===== src/rtl/lfsr_top.sv =====
// Dual Fibonacci LFSR: a fixed maximal-length tap set chosen by WIDTH, plus one
// driven by a runtime tap mask. Both advance together; a select picks the output.
module lfsr_top #(
    parameter int WIDTH = 3
) (
    input  logic             clk,
    input  logic             reset,
    input  logic             enable,
    input  logic             use_config_lfsr,
    input  logic [WIDTH-1:0] config_taps,
    output logic [WIDTH-1:0] lfsr_out
);

    generate
        if (WIDTH < 2 || WIDTH > 16) begin : g_width_check
            $error("lfsr_top: WIDTH must be in 2..16");
        end
    endgenerate

    localparam logic [WIDTH-1:0] SEED = WIDTH'(1);

    // Maximal-length tap sets; tap k (1-indexed) lands on mask bit k-1.
    function automatic logic [15:0] static_mask16(input int w);
        logic [15:0] m;
        case (w)
            2:       m = 16'h0003;
            3:       m = 16'h0006;
            4:       m = 16'h000C;
            5:       m = 16'h0014;
            6:       m = 16'h0030;
            7:       m = 16'h0060;
            8:       m = 16'h00B8;
            9:       m = 16'h0110;
            10:      m = 16'h0240;
            11:      m = 16'h0500;
            12:      m = 16'h0829;
            13:      m = 16'h100D;
            14:      m = 16'h2015;
            15:      m = 16'h6000;
            16:      m = 16'hD008;
            default: m = 16'h0000;
        endcase
        return m;
    endfunction

    localparam logic [15:0]      STATIC_MASK16 = static_mask16(WIDTH);
    localparam logic [WIDTH-1:0] STATIC_MASK   = STATIC_MASK16[WIDTH-1:0];

    // An all-zero state would stick forever, so it reloads the seed instead.
    function automatic logic [WIDTH-1:0] lfsr_step(input logic [WIDTH-1:0] s,
                                                   input logic [WIDTH-1:0] mask);
        if (s == '0) begin
            return SEED;
        end
        return {s[WIDTH-2:0], ^(s & mask)};
    endfunction

    logic [WIDTH-1:0] s_static_q, s_static_d;
    logic [WIDTH-1:0] s_cfg_q,    s_cfg_d;

    // NOTE: every always_comb output gets a default first so no path leaves it unassigned (no latch).
    always_comb begin
        s_static_d = s_static_q;
        s_cfg_d    = s_cfg_q;
        if (enable) begin
            s_static_d = lfsr_step(s_static_q, STATIC_MASK);
            s_cfg_d    = lfsr_step(s_cfg_q, config_taps);
        end
    end

    // NOTE: state registers use non-blocking assignment so both LFSRs update from pre-edge values.
    always_ff @(posedge clk or posedge reset) begin
        if (reset) begin
            s_static_q <= SEED;
            s_cfg_q    <= SEED;
        end else begin
            s_static_q <= s_static_d;
            s_cfg_q    <= s_cfg_d;
        end
    end

    assign lfsr_out = use_config_lfsr ? s_cfg_q : s_static_q;

endmodule


===== config.mk =====
export PLATFORM = sky130hd
export DESIGN_NAME = lfsr_top
export DESIGN_NICKNAME = d
export VERILOG_FILES = /design/src/rtl/lfsr_top.sv
export SDC_FILE = /design/constraint.sdc
export NUM_CORES = 1
export LEC_CHECK = 0
export ABC_AREA = 1
export CAP_MARGIN = 20
export CORE_AREA = 2 2 39 41
export CTS_CLUSTER_DIAMETER = 100
export CTS_CLUSTER_SIZE = 8
export DETAILED_ROUTE_END_ITERATION = 8
export DIE_AREA = 0 0 41 43
export SLEW_MARGIN = 10
export SYNTH_ARGS = -nofsm -noshare
export SYNTH_HDL_FRONTEND = slang
export SYNTH_SLANG_ARGS = --single-unit

===== constraint.sdc =====
create_clock -name clk -period 1.1 [get_ports clk]
set_input_delay 0.275 -clock clk [delete_from_list [all_inputs] [get_ports clk]]
set_output_delay 0.275 -clock clk [all_outputs]
set_load 0.03 [all_outputs]

==> results.cfg <==
[pwr]
power.internal_uw = 631.1
powerDensity_nw_per_um2 = 1783
switching_share = 0.3391
power_uw = 954.9
p_comb_frac = 0.451
power.leakage_nw = 0.2744
switchingPower_uw = 323.8
irDropWorstVdd_uv = 611.8
p_clk_frac = 0.198
p_seq_frac = 0.351

[floorplan]
core-area_sq_um = 1384
ioPinCount = 10
dieArea_sq_um = 1763
die_w_um = 41
start_util = 0.2432
die_h_um = 43
rows = 14

[synthesis]
synth_cells = 46
yosysTopAreaCellShare = 0.2974
synth_top_family_by_area = simple AND/OR/NAND/NOR gates
syn-cell-area_sq_um = 336.6
yosys.area_share.simple = 0.2639
syn_area_per_cell_sq_um = 7.317
synthMuxAreaShare = 0
synth-adder-area-share = 0
synthXorXnorAreaFrac = 0
syn_nets = 53
synth-compound-area-share = 0.1822
ys_types = 15
ys_seq_area_frac = 0.4535
yosys.area.top_type = dfrtp_1
yosys-top-cells-area = dfrtp_1, dfstp_2, nand2_1, o21ai_0, inv_1
ys_warn_count = 0
synth_seq_cells = 6

[worst_setup_path]
cpPeakStageDelay_ns = 0.53
crit_family = flip-flops
critical_path_buf_inv_count = 2
cp_max_fo = 2
cp_data_arrival_time_ns = 1.06
worstSetupStartpointType = register
required_ns = 0.82
crit_path_end_kind = output port
cp_slowest_cell = dfstp_2
worst-setup-path-type = register to output port
path_cells = inv_2, o21ai_2, buf_6

[grt]
grt_pass1_vias = 313
grtUsageTotal = 0.1015
grt_overflow_total = 0
grt_first_pass_wirelength_um = 1145
grt_max_degree = 7
antenna_found_initial = 0

[hold_path]
min_path_type = input port to async pin

[route]
totalWireLength_um = 749
drt_iter0_markers = 3
vias_per_cell = 4.207
vias = 345
wl_per_cell_um = 9.134
drc_errors = 0
drtPass1Iterations = 2
antenna_left = 0

[sta]
tns_ns = -0.4534
tightest_slew_ns = 0.2303
rsz0062_at_grt = true
setup_violations = 4
period_needed_ns = 1.336
setup_slack_ns = -0.2356
maxSlewHeadroom = 0.8465
slew_violations = 0
fmax_mhz = 748.7
hold_viol = 0
finalCritPeriodShare = 1.214
fin_worst_skew_ns = 0.0001491

[clock_network]
clock_latency_ns = 0.23
cts_max_level = 1
cts_tree = done
cts_made_buffers = 3
clk_pin_slew_worst_paths_ns = 0.04
cts_buffer_depth = 2
clock-sinks = 6
clock-root-buffer = clkbuf_4
hold_buffers = 0

[place]
hpwl_um = 586.1
port_buffers = 9
gp_congestion = 0.6335
place_area_sq_um = 465.4
place_ws_ns = -0.3650

[final_layout]
drive_above_1_share = 0.3939
final_cell_area_sq_um = 535.5
fillCellCount = 147
n_antenna_cell = 0
final_util = 0.3870
area_growth_pct = 59.11
most-common-layout-cells = nand2_1, buf_4, inv_1, clkdlybuf4s50_1
final_nets = 75
final_common_cell = nand2_1

[outcome]
violations = negative setup slack
status = complete, but fails checks

[flow_run]
maxCapViolations = 0
## power by group through the flow
| stage | clock [mW] | sequential [mW] | combinational (mW) |
|---|---|---|---|
| 6_report | 0.189 | 0.335 | 0.430 |
| 4_1_cts | 0.202 | 0.337 | 0.387 |
| 3_3_place_gp | 0 | 0.341 | 0.329 |
| 5_1_grt | 0.222 | 0.342 | 0.475 |
| 2_1_floorplan | 0 | 0.332 | 0.205 |
| 3_5_place_dp | 0 | 0.342 | 0.336 |
## cell families after synthesis
group,after synthesis
AOI/OAI and AO/OA,11
buffers and inverters,9
DFF,6
and+or+nand+nor,20
## timing repair
| action | CTS | global route |
|---|---|---|
| endpoints found under the setup margin | 3 | 5 |
| resized for setup | 4 | 4 |
| gates cloned | 0 | 0 |
| buffers inserted | 3 | 2 |
| pin swaps | 1 | 1 |
## layout make-up
| class | count | area, sq um | area share |
|---|---|---|---|
| clock buffers | 3 | 22.52 | 0.04206 |
| flip-flops and latches | 6 | 152.6 | 0.2850 |
| repair buffers | 17 | 148.9 | 0.2780 |
| well taps | 16 | 20.02 | 0.03738 |
| inverters | 9 | 33.78 | 0.06308 |
| multi-input cells | 31 | 157.7 | 0.2944 |
## cell usage after synthesis (all sizes together)
| library cell | count |
|---|---|
| a21oi | 2 |
| a22oi | 1 |
| clkinv | 1 |
| dfrtp | 4 |
| dfstp | 2 |
| inv | 8 |
| nand2 | 15 |
| nand3 | 2 |
| nand3b | 1 |
| nor2 | 1 |
| o21ai | 8 |
| or2 | 1 |
## layer usage
layer,GRT usage,vias to the layer above,share of wire
li1,-,185,-
met1,0.09667,150,0.44
met2,0.1563,8,0.49
met3,0.03141,2,0.055
met4,0.1000,0,0.015
met5,0,-,0
## flip-flops by register name, indices dropped and copies added, names as in the netlist
signal	flops
s_static_q	3
s_cfg_q	3
## final timing paths
check / from / endpoint / slack [ns] / cells past startpoint
setup / recovery: s_static_q[0]$_DFFE_PP1P_ / lfsr_out[0] / -0.24 / 3
hold / removal: reset / s_cfg_q[1]$_DFFE_PP0P_ / 0.24 / 2
setup reg to reg: s_cfg_q[0]$_DFFE_PP1P_ / s_cfg_q[0]$_DFFE_PP1P_ / -0.01 / 8
hold reg to reg: s_static_q[0]$_DFFE_PP1P_ / s_static_q[1]$_DFFE_PP0P_ / 0.53 / 2
max in group asynchronous: reset / s_static_q[0]$_DFFE_PP1P_ / 0.61 / 2
min in group clk: s_static_q[0]$_DFFE_PP1P_ / s_static_q[1]$_DFFE_PP0P_ / 0.53 / 2
## metrics by stage
stage	hold WS [ns]	instances
CTS	0.2403	80
global route	0.2519	82
floorplan	0.06451	46
finish	0.2419	82
global placement	0.4977	74
detailed placement	0.4977	74
No activity file was read; power rests on OpenSTA's default activity.
